## src/rtl/pcie_app_pkg.sv

```systemverilog
// Shared PCIe application package: host register map indices and the
// C2F write sequencer state encoding.
package pcie_app_pkg;

    // Host register indices claimed by the C2F write sequencer
    localparam logic [7:0] C2FADDR     = 8'd253;
    localparam logic [7:0] C2FDATA_LSW = 8'd254;
    localparam logic [7:0] C2FDATA_MSW = 8'd255;

    typedef enum logic [1:0] {
        IDLE     = 2'd0,
        LSW_HELD = 2'd1,
        ISSUE    = 2'd2
    } c2f_state_t;

endpackage : pcie_app_pkg

```

## src/rtl/c2f_write_seq.sv

```systemverilog
// Assembles host 32-bit register writes (address, LSW, MSW) into 64-bit C2F writes.
// Optional macro C2F_AUTOINC_EN: post-increment the C2F address after each accepted beat.
module c2f_write_seq
    import pcie_app_pkg::*;
#(
    parameter int C2F_ADDR_WIDTH = 10,
    parameter int CNT_WIDTH      = 8
) (
    input  logic                      pcieClk_in,
    input  logic                      reset_in,
    input  logic                      cpuWrValid_in,
    input  logic [7:0]                cpuWrReg_in,
    input  logic [31:0]               cpuWrData_in,
    output logic                      c2fWrValid_out,
    input  logic                      c2fWrReady_in,
    output logic [C2F_ADDR_WIDTH-1:0] c2fWrAddr_out,
    output logic [63:0]               c2fWrData_out,
    input  logic                      clrErr_in,
    output logic                      busy_out,
    output logic                      seqErr_out,
    output logic                      overrun_out,
    output logic [CNT_WIDTH-1:0]      overrunCount_out
);

    c2f_state_t                state_r;
    logic [C2F_ADDR_WIDTH-1:0] addr_r;
    logic [31:0]               lsw_r;
    logic [31:0]               msw_r;
    logic                      valid_r;
    logic                      busy_r;
    logic                      seq_err_r;
    logic                      overrun_r;
    logic [CNT_WIDTH-1:0]      overrun_cnt_r;

    logic dec_addr_s;
    logic dec_lsw_s;
    logic dec_msw_s;
    logic dec_any_s;
    logic handshake_s;
    logic seq_err_evt_s;
    logic overrun_evt_s;

    // Address used for the next beat once the current one has been accepted
    function automatic logic [C2F_ADDR_WIDTH-1:0] addr_after_beat(
        input logic [C2F_ADDR_WIDTH-1:0] cur
    );
`ifdef C2F_AUTOINC_EN
        return cur + {{(C2F_ADDR_WIDTH-1){1'b0}}, 1'b1};
`else
        return cur;
`endif
    endfunction

    function automatic logic [CNT_WIDTH-1:0] sat_inc(input logic [CNT_WIDTH-1:0] cur);
        if (&cur) begin
            return cur;
        end else begin
            return cur + {{(CNT_WIDTH-1){1'b0}}, 1'b1};
        end
    endfunction

    // Register-index decode and error event detection
    always_comb begin
        dec_addr_s    = 1'b0;
        dec_lsw_s     = 1'b0;
        dec_msw_s     = 1'b0;
        if (cpuWrValid_in) begin
            dec_addr_s = (cpuWrReg_in == C2FADDR);
            dec_lsw_s  = (cpuWrReg_in == C2FDATA_LSW);
            dec_msw_s  = (cpuWrReg_in == C2FDATA_MSW);
        end else begin
            dec_addr_s = 1'b0;
            dec_lsw_s  = 1'b0;
            dec_msw_s  = 1'b0;
        end
        dec_any_s   = dec_addr_s | dec_lsw_s | dec_msw_s;
        handshake_s = (state_r == ISSUE) && c2fWrReady_in;
        // The handshake cycle behaves as IDLE, so an MSW there has no LSW to pair with
        seq_err_evt_s = dec_msw_s && ((state_r == IDLE) || handshake_s);
        overrun_evt_s = dec_any_s && (state_r == ISSUE) && !c2fWrReady_in;
    end

    // Sequencer FSM: collects address/LSW/MSW and holds the beat until accepted
    always_ff @(posedge pcieClk_in) begin
        if (reset_in) begin
            state_r <= IDLE;
            addr_r  <= {C2F_ADDR_WIDTH{1'b0}};
            lsw_r   <= 32'd0;
            msw_r   <= 32'd0;
            valid_r <= 1'b0;
            busy_r  <= 1'b0;
        end else begin
            case (state_r)
                IDLE, LSW_HELD: begin
                    if (dec_addr_s) begin
                        addr_r  <= cpuWrData_in[C2F_ADDR_WIDTH-1:0];
                        state_r <= IDLE;
                    end else if (dec_lsw_s) begin
                        lsw_r   <= cpuWrData_in;
                        state_r <= LSW_HELD;
                    end else if (dec_msw_s && (state_r == LSW_HELD)) begin
                        msw_r   <= cpuWrData_in;
                        state_r <= ISSUE;
                        valid_r <= 1'b1;
                        busy_r  <= 1'b1;
                    end else begin
                        state_r <= state_r;
                    end
                end
                ISSUE: begin
                    if (c2fWrReady_in) begin
                        valid_r <= 1'b0;
                        busy_r  <= 1'b0;
                        // An explicit address write beats the post-beat increment
                        if (dec_addr_s) begin
                            addr_r  <= cpuWrData_in[C2F_ADDR_WIDTH-1:0];
                            state_r <= IDLE;
                        end else begin
                            addr_r <= addr_after_beat(addr_r);
                            if (dec_lsw_s) begin
                                lsw_r   <= cpuWrData_in;
                                state_r <= LSW_HELD;
                            end else begin
                                state_r <= IDLE;
                            end
                        end
                    end else begin
                        valid_r <= 1'b1;
                        busy_r  <= 1'b1;
                        state_r <= ISSUE;
                    end
                end
                default: begin
                    state_r <= IDLE;
                    valid_r <= 1'b0;
                    busy_r  <= 1'b0;
                end
            endcase
        end
    end

    // Sticky error status; a same-cycle event takes priority over the clear
    always_ff @(posedge pcieClk_in) begin
        if (reset_in) begin
            seq_err_r     <= 1'b0;
            overrun_r     <= 1'b0;
            overrun_cnt_r <= {CNT_WIDTH{1'b0}};
        end else begin
            if (seq_err_evt_s) begin
                seq_err_r <= 1'b1;
            end else if (clrErr_in) begin
                seq_err_r <= 1'b0;
            end else begin
                seq_err_r <= seq_err_r;
            end
            if (overrun_evt_s) begin
                overrun_r     <= 1'b1;
                overrun_cnt_r <= sat_inc(overrun_cnt_r);
            end else if (clrErr_in) begin
                overrun_r     <= 1'b0;
                overrun_cnt_r <= {CNT_WIDTH{1'b0}};
            end else begin
                overrun_r     <= overrun_r;
                overrun_cnt_r <= overrun_cnt_r;
            end
        end
    end

    assign c2fWrValid_out   = valid_r;
    assign c2fWrAddr_out    = addr_r;
    assign c2fWrData_out    = {msw_r, lsw_r};
    assign busy_out         = busy_r;
    assign seqErr_out       = seq_err_r;
    assign overrun_out      = overrun_r;
    assign overrunCount_out = overrun_cnt_r;

endmodule : c2f_write_seq

```

## config.mk

```make
export PLATFORM = sky130hd
export DESIGN_NAME = c2f_write_seq
export DESIGN_NICKNAME = d
export VERILOG_FILES = /design/src/rtl/pcie_app_pkg.sv /design/src/rtl/c2f_write_seq.sv
export SDC_FILE = /design/constraint.sdc
export NUM_CORES = 1
export LEC_CHECK = 0
export ABC_AREA = 1
export ABC_CLOCK_PERIOD_IN_PS = 4500
export CAP_MARGIN = 20
export CELL_PAD_IN_SITES_DETAIL_PLACEMENT = 1
export CELL_PAD_IN_SITES_GLOBAL_PLACEMENT = 2
export CORE_ASPECT_RATIO = 1.5
export CORE_MARGIN = 2
export CORE_UTILIZATION = 25
export DETAILED_ROUTE_END_ITERATION = 10
export PLACE_DENSITY_LB_ADDON = 0.1
export SLEW_MARGIN = 20
export SYNTH_ARGS = -nofsm -noshare
export SYNTH_HDL_FRONTEND = slang
export SYNTH_SLANG_ARGS = --single-unit
```

## constraint.sdc

```tcl
create_clock -name pcieClk_in -period 4.5 [get_ports pcieClk_in]
set_input_delay 0.9 -clock pcieClk_in [delete_from_list [all_inputs] [get_ports pcieClk_in]]
set_output_delay 0.9 -clock pcieClk_in [all_outputs]
set_load 0.005 [all_outputs]
```

# --- After elaboration in Yosys (flattened, before gate mapping) ---
# Cells that the tools add are included.
op_classes:
  n_addsub: 1
  n_reduce_logical: 17
  eq_ne: 11
  mux: 28
  bitwise: 4
ops:
  columns: ["cell", "count"]
  rows:
  - ["$mux 32", 3]
  - ["$pmux 32 s2", 1]
  - ["$eq 8x8->1 const B", 3]
  - ["$mux 8", 3]
  - ["$mux 10", 2]
  - ["$pmux 10 s2", 1]
  - ["$mux 1", 12]
  - ["$ne 2x2->1 const B", 5]
  - ["$add 8x1->8 const B", 1]
  - ["$mux 2", 4]
  - ["$reduce_and 8->1", 1]
  - ["$reduce_bool 2->1", 3]
  - ["$logic_and 1x1->1", 5]
  - ["$ne 4x4->1 const B", 1]
  - ["$pmux 2 s2", 1]
  - ["$reduce_and 2->1", 2]
  - ["$reduce_and 4->1", 1]
  - ["$reduce_and 3->1", 1]
  - ["$eq 2x1->1 const B", 1]
  - ["$eq 2x2->1 const B", 1]
  - ["$logic_not 2->1", 1]
  - ["$not 1->1", 2]
  - ["$or 1x1->1", 2]
  - ["$pmux 1 s2", 1]
  - ["3 further kinds", 3]
totals:
  wordCells: 69
  register_bits: 87
  output_inout_bits: 86
  input_bits: 45

# --- Depth between registers and ports, before layout ---
# Gate-level depths: netlist of run 1.
logic_depth:
  ltp_word: 8
  depth_mapped: 10
  ltp_nobuf: 10

# --- Worst setup path after synthesis of run 1 ---
# Ideal clock, no wire load.
synth_path:
  path_type: "input to register"
  startpoint: "input port cpuWrReg_in[5]"
  endpoint: "register lsw_r[0]"
  path_stages: 8
  arrival_ns: 1.867
  t_required_ns: 4.384
  n_path_buf: 2
  setup_ns: 0.116
  path_slack_ns: 2.517
  path_cell_list: "nand2_1 -> nor2_4 -> nand3_2 -> or2_1 -> buf_4 -> buf_6 -> o21ai_1 -> a21oi_1"
synth_via:
  elab_chain_cells: 6
  word_cells_on_any_way: 8
  cone_classes: "eq/ne: 2; mux: 6"
synth_rtl:
  columns: ["item", "line", "text"]
  rows:
  - ["start: declaration", "c2f_write_seq.sv:12", "input logic [7:0] cpuWrReg_in,"]
  - ["$eq 8x8->1", "c2f_write_seq.sv:69", "dec_lsw_s = (cpuWrReg_in == C2FDATA_LSW);"]
  - ["$mux 1", "c2f_write_seq.sv:67", "if (cpuWrValid_in) begin"]
  - ["$mux 32", null, null]
  - ["$mux 32 (*)", null, null]
  - ["$mux 32", null, null]
  - ["$pmux 32 s2 (*)", null, null]
  - ["end signal: assignment", "c2f_write_seq.sv:99", "lsw_r <= cpuWrData_in;"]
  - ["end signal: assignment", "c2f_write_seq.sv:121", "lsw_r <= cpuWrData_in;"]
  - ["end: declaration", "c2f_write_seq.sv:27", "logic [31:0] lsw_r;"]
# Mark *: on every way between the ends. The rest lies on a longest branch, timed or not. The select of a mux whose other input is x is not followed.
# A chain may end at the register's enable or synchronous reset.

# --- Worst setup path after layout of run 1 ---
layout_path:
  startpoint: "input port c2fWrReady_in"
  endpoint: "register lsw_r[16]"
layout_via:
  elab_chain_cells: 2
layout_rtl:
  columns: ["item", "line", "text"]
  rows:
  - ["start: declaration", "c2f_write_seq.sv:15", "input logic c2fWrReady_in,"]
  - ["$ne 2x2->1 (no source line)", null, null]
  - ["$reduce_and 2->1 (no source line)", null, null]
# No other way between the ends.

==> results by group, run 1 <==
Timing
  • Final setup vio count: 0
  • Worst Tran Pin Value: ~710 ps
  • Relative slew slack: between 50% and 60%
  • Hold WS: about 450 ps
  • Hold Fails Final Rpt: 0
  • Final min period: ~2900 ps
  • Setup ws final: 1603 ps
  • Fin crit share: roughly 64%
  • Final Skew: 8.065 ps
  • RSZ-0062 raised after global routing: false
  • F_max: between 300 and 400 MHz
  • Slew Limit Fails: 0
  • Setup tns final: 0 ps

Placement
  • DP Area: ~4800 µm²
  • I/O Buffers: 130
  • Pre-CTS setup slack: roughly 1200 ps
  • Global placer's final weighted congestion: 0.7640
  • Final HPWL DP: between 7000 and 8000 µm

Worst setup path
  • WS Path Type: in -> reg
  • Crit. End Element: register
  • Startpoint types: input pin
  • Crit path from: c2fWrReady_in
  • Slowest cell on the critical path: or2_2
  • R2R Path End: lsw_r[16]
  • Worst-path cell chain: clkdlybuf4s50_1, a21oi_2, or2_2, buf_4, o21ai_0, a21oi_1
  • Worst Path Max Fanout: 38
  • Worst setup path endpoint: lsw_r[16]
  • Critical R2R Launch: state_r[0]
  • CP peak stage delay: between 600 and 700 ps
  • Crit path DAT: roughly 3200 ps
  • Worst endpoint required time: ~4800 ps
  • Worst r2r path cells: 6
  • R2r setup slk: 2090 ps

Clocking
  • Post-CTS setup buffers: 0
  • H-tree lvl count: 3
  • Clock Path Buffers: 2
  • TritonCTS Buffers: 9
  • Clock transition at the registers of the reported paths: 70 ps
  • CTS Root Cell: clkbuf_16
  • TritonCTS clock tree: yes
  • Worst skew pair latency: about 340 ps
  • Post-CTS sizing: 0
  • Clk sinks: just under 90
  • CTS hold repair buffers: 0

Global route
  • M1 GR Usage: between 10% and 20%
  • M3 GR Usage: between 3 and 4%
  • Initial antenna violation count: 0
  • Number of global-route vias before repair: ~3,500
  • Met2 global-route usage: between 20% and 30%
  • GRT overflow: 0
  • GRT Total Usage: about 16%
  • Global routing's busiest layer: met2
  • Largest net degree at the start of global routing: 43
  • First-pass GRT wire length: between 15,000 and 20,000 µm

Routing
  • DR WL/cell: roughly 15 µm
  • Pre-Repair DR Iteration Count: 4
  • Routed Antenna Nets: 0
  • Via count: 3,371
  • Avg Vias per Cell: around 4.6
  • # DRC: 0
  • Wirelength, routed: about 11,000 µm
  • Drt first-iter violations: between 50 and 60

Run status
  • Status: finished clean

Logic synthesis
  • Distinct cells, synth: 27
  • Synthesis-stage register bit count: just under 90
  • Post-Syn Instances: 442
  • Post-Syn Area: between 3000 and 4000 µm²
  • Syn Area/Cell: roughly 7.8 µm²
  • Share of the yosys chip area belonging to registers: 50.75%
  • Warnings from Yosys: 0
  • Syn Nets: 488

Die
  • Die area: between 10,000 and 15,000 µm²
  • FP Rows: 52
  • Die X-Extent: around 100 µm
  • Core Box Area: around 13,000 µm²
  • Initial Util: 25.48%
  • Die H: approximately 150 µm
  • I/O pins: 131

Finish
  • Nets: 608
  • Share of cells above drive strength 1: 6.878%
  • Area delta synth->final: 49.00%
  • Final instance area: 5114 µm²
  • FILL cells: 1,604
  • Inserted Diodes: 0

Hold path
  • Worst Hold Class: reg -> reg

Power
  • Leak Pwr: between 1.5 and 2 nW
  • Max IR drop VDD: between 0.0001 and 0.00015 V
  • Pwr/cell area: between 300 and 400 nW/µm²

Run
  • Maxcap violations: 0
[per-stage QoR]
step / std cells / utilization (%) / power, mW
after floorplan: 442 / - / 0.8150
after global routing: 729 / 37.97 / 1.711
after detailed placement: 713 / 35.64 / 0.8742
after CTS: 729 / 37.97 / 1.667
after global placement: 713 / 35.64 / 0.8734
final: 729 / 37.97 / 1.641
[Yosys cell counts (all sizes together)]
cell type | instances | share of area (%)
o21ai | 42 | 6.1
nand3 | 18 | 3.2
nor2 | 23 | 2.9
nand2 | 90 | 10
buf | 10 | 3.1
a31oi | 1 | 0.18
clkbuf | 15 | 1.6
nor3 | 12 | 1.9
a21oi | 77 | 11
nand4 | 9 | 1.6
inv | 52 | 5.7
ha | 1 | 0.36
a22oi | 1 | 0.22
dfxtp | 87 | 51
or2 | 1 | 0.18
clkinv | 1 | 0.11
xor2 | 2 | 0.51
[registers in the layout, summed over array words and instances, names as in the netlist]
name and cells:
overrunCount_out 8, state_r 2, c2fWrAddr_out 10, busy_out 1, lsw_r 32, msw_r 32
seqErr_out 1, overrun_out 1
[power breakdown]
part	switching [mW]	leakage (nW)	internal [mW]
Sequential	0.00111	0.701	0.771
Combinational	0.0398	0.941	0.0435
Clock	0.332	0.152	0.454
[critical path: cells and delay by family]
family,cells,cell delay (ps)
AOI/OAI and AO/OA,3,740
buffers and inverters,2,830
and+or+nand+nor,1,680
[worst min path at each step]
stage	endpoint	from	cells after the start
2_1_floorplan	lsw_r[15]	lsw_r[15]	2
3_3_place_gp	lsw_r[18]	lsw_r[18]	2
3_5_place_dp	lsw_r[22]	lsw_r[22]	2
4_1_cts	lsw_r[22]	lsw_r[22]	2
5_1_grt	lsw_r[1]	lsw_r[1]	2
6_report	lsw_r[22]	lsw_r[22]	2
[per-layer routing]
metal / share of wire, % / vias up
li1: - / 1674
met1: 41 / 1606
met2: 52 / 78
met3: 5.2 / 13
met4: 1.9 / 0
met5: 0 / -
[area by class of cell]
type	count	area [µm²]	share of cell area [%]
inverter	53	198.9	3.890
sequential	87	1742	34.06
multi-input combinational	277	1330	26.01
tap	162	202.7	3.964
timing repair buffer	134	1326	25.94
clock buffer	10	239.0	4.673
clock inverter	6	75.07	1.468
[layout by cell type, fill, tap and decap left out, drive strengths merged, types with 2 or more instances in the layout]
cell,n
o21ai,42
clkinv,2
xor2,2
nand4,9
nand3,18
nor2,23
a21oi,77
nor3,12
clkdlybuf4s50,129
nand2,90
buf,5
dfxtp,87
inv,55
clkbuf,10
[kinds of logic (layout without fill, tap and decap cells)]
family,count (synthesis),after routing,share of synthesized area [%]
AOI/OAI and AO/OA,121,121,17.86
and+or+nand+nor,153,153,20.01
buffers and inverters,78,203,10.50
adders and majority gates,1,1,0.3645
xor gates and xnor gates,2,2,0.5105
DFF,87,87,50.75
No activity file was read; power rests on OpenSTA's default activity.
==> run 2, diff against run 1 <==
Settings changed: ABC_CLOCK_PERIOD_IN_PS 4500 to 2990, CORE_UTILIZATION 25 to 24.
Clock period 4.5 ns to 2.99 ns, I/O delays scaled along.
==> run 2 against run 1 <==
Cell count up 4.4%. Worst hold slack worse by 6.9 ps. Critical path depth up 2. First-iteration DRC count down 7.8%. Highest routed layer unchanged. Sequential power up 50%. Via count down 0.95%. Die area up 4.0%. Clock skew down 1.2 ps. Largest cell class unchanged. Core utilization down 0.78 points. Cell area up 1.8%. Sequential cell count unchanged.
==> results by group, run 2 (synthesized netlist as in run 1, its figures left out) <==
Timing
  • F_max: ~460 MHz
  • RSZ-0062 raised after global routing: false
  • Final setup vio count: 0
  • Slew Limit Fails: 0
  • Relative slew slack: between 40% and 50%
  • Worst Tran Pin Value: between 700 and 800 ps
  • Final min period: approximately 2200 ps
  • Fin crit share: 72.28%
  • Hold Fails Final Rpt: 0
  • Final Skew: 6.875 ps
  • Setup tns final: 0 ps

Run
  • Maxcap violations: 0

Placement
  • I/O Buffers: 130
  • Global placer's final weighted congestion: between 0.7 and 0.8
  • Final HPWL DP: between 8000 and 9000 µm

Worst setup path
  • WS Path Type: in -> reg
  • Worst-path cell chain: clkdlybuf4s50_1, nand2_1, nor2_4, nand3_2, or2_2, buf_4, o21ai_0, a21oi_1
  • Worst endpoint required time: 3200 ps
  • Worst Path Max Fanout: 65
  • Largest delay share family, worst path: buffers and inverters
  • Stages on worst setup path: 8
  • Slowest cell on the critical path: clkdlybuf4s50_1
  • Startpoint types: input pin
  • Worst r2r path cells: 8
  • CP peak stage delay: ~460 ps
  • Crit. End Element: register
  • Worst path bufs/invs: 2
  • Crit path DAT: approximately 2400 ps

Clocking
  • Clock Path Buffers: 2
  • Clock transition at the registers of the reported paths: about 70 ps
  • H-tree lvl count: 3
  • TritonCTS clock tree: yes
  • TritonCTS Buffers: 9
  • CTS hold repair buffers: 0
  • Clk sinks: between 80 and 90
  • Worst skew pair latency: roughly 340 ps
  • CTS Root Cell: clkbuf_16
  • Post-CTS sizing: 0
  • Post-CTS setup buffers: 0

Finish
  • Leading cell type in the layout, fill and taps excluded: clkdlybuf4s50_1
  • Inserted Diodes: 0
  • Share of cells above drive strength 1: a little under 7%
  • Most frequent cells in the layout: 129 x clkdlybuf4s50_1, 87 x nand2_1, 87 x dfxtp_1, 76 x a21oi_1, 47 x inv_1
  • Nets: 610
  • Area delta synth->final: 51.62%

Power
  • Power, Total: between 2 and 3 mW
  • Pwr/cell area: a little under 500 nW/µm²
  • Leak Pwr: 1.815 nW
  • Max IR drop VDD: 0.0002504 V

Hold path
  • Hold depth: 2
  • Worst Hold Class: reg -> reg

Die
  • Initial Util: 24.53%
  • FP Rows: between 50 and 60
  • I/O pins: approximately 130
  • Die X-Extent: just over 100 µm
  • Core Box Area: about 14,000 µm²
  • Die H: around 150 µm
  • Die area: 15,290 µm²

Global route
  • Number of global-route vias before repair: 3,619
  • Initial antenna violation count: 0
  • First-pass GRT wire length: 18,230 µm
  • Largest net degree at the start of global routing: 66
  • GRT Total Usage: approximately 15%
  • GRT overflow: 0

Routing
  • Avg Vias per Cell: roughly 4.4
  • Drt first-iter violations: between 40 and 50
  • Via count: around 3,300
  • Wirelength, routed: 11,140 µm
  • # DRC: 0
  • DR WL/cell: between 10 and 15 µm
  • Pre-Repair DR Iteration Count: 4
  • Routed Antenna Nets: 0

Run status
  • Status: finished clean
## run 2: changes by cell type in the layout (fill, tap and decap cells not counted), sizes merged
| cell | delta |
|---|---|
| inv | -3 |
| bufinv | +2 |
| clkbuf | +1 |
| buf | +2 |
## run 2: routing by layer
metal / track usage (%) / wire length, µm / vias up
li1: - / - / 1684
met1: 16.40 / 4486 / 1572
met2: 28.19 / 5867 / 75
met3: 4.875 / 656 / 8
met4: 4.595 / 126 / 0
met5: 0 / 0 / -
## run 2: worst reg2reg max path, cell delays in order (launching register included)
cell     delay [ps]
dfxtp_1         430
ha_1            220
nand3_1         130
nor2_1          210
nand4_1         270
nand3_2         230
nand2_1         160
nand2_1         100
a21oi_1          60
## run 2: area by class of cell
class | count | area, µm²
multi-input cells | 277 | 1330
clock inverters | 5 | 106.4
clock buffers | 11 | 232.7
well taps | 192 | 240.2
fillers | 1693 | 8788
flip-flops and latches | 87 | 1742
inverters | 53 | 198.9
repair buffers | 136 | 1354
## run 2: metrics by stage
step	instances	hold WS, ps	util, %	setup WS, ps	area, µm²
floorplan	442	440.3	-	1309	3432
global placement	745	431.5	34.77	508.4	4865
detailed placement	745	438.3	34.77	443.4	4865
CTS	761	448.2	37.19	810.2	5204
global route	761	464.6	37.19	618.3	5204
finish	761	441.7	37.19	828.8	5204
## run 2: power by group
group | internal, mW | leakage (nW) | switching, mW
Sequential | 1.16 | 0.701 | 0.00162
Clock | 0.819 | 0.160 | 0.471
Combinational | 0.0676 | 0.955 | 0.0599
## run 2: worst paths after layout
check                       from                  end  slack [ps]
max               cpuWrReg_in[5]            lsw_r[18]         830
min                    lsw_r[28]            lsw_r[28]         440
max reg2reg  overrunCount_out[0]  overrunCount_out[5]        1090
min reg2reg            lsw_r[28]            lsw_r[28]         440
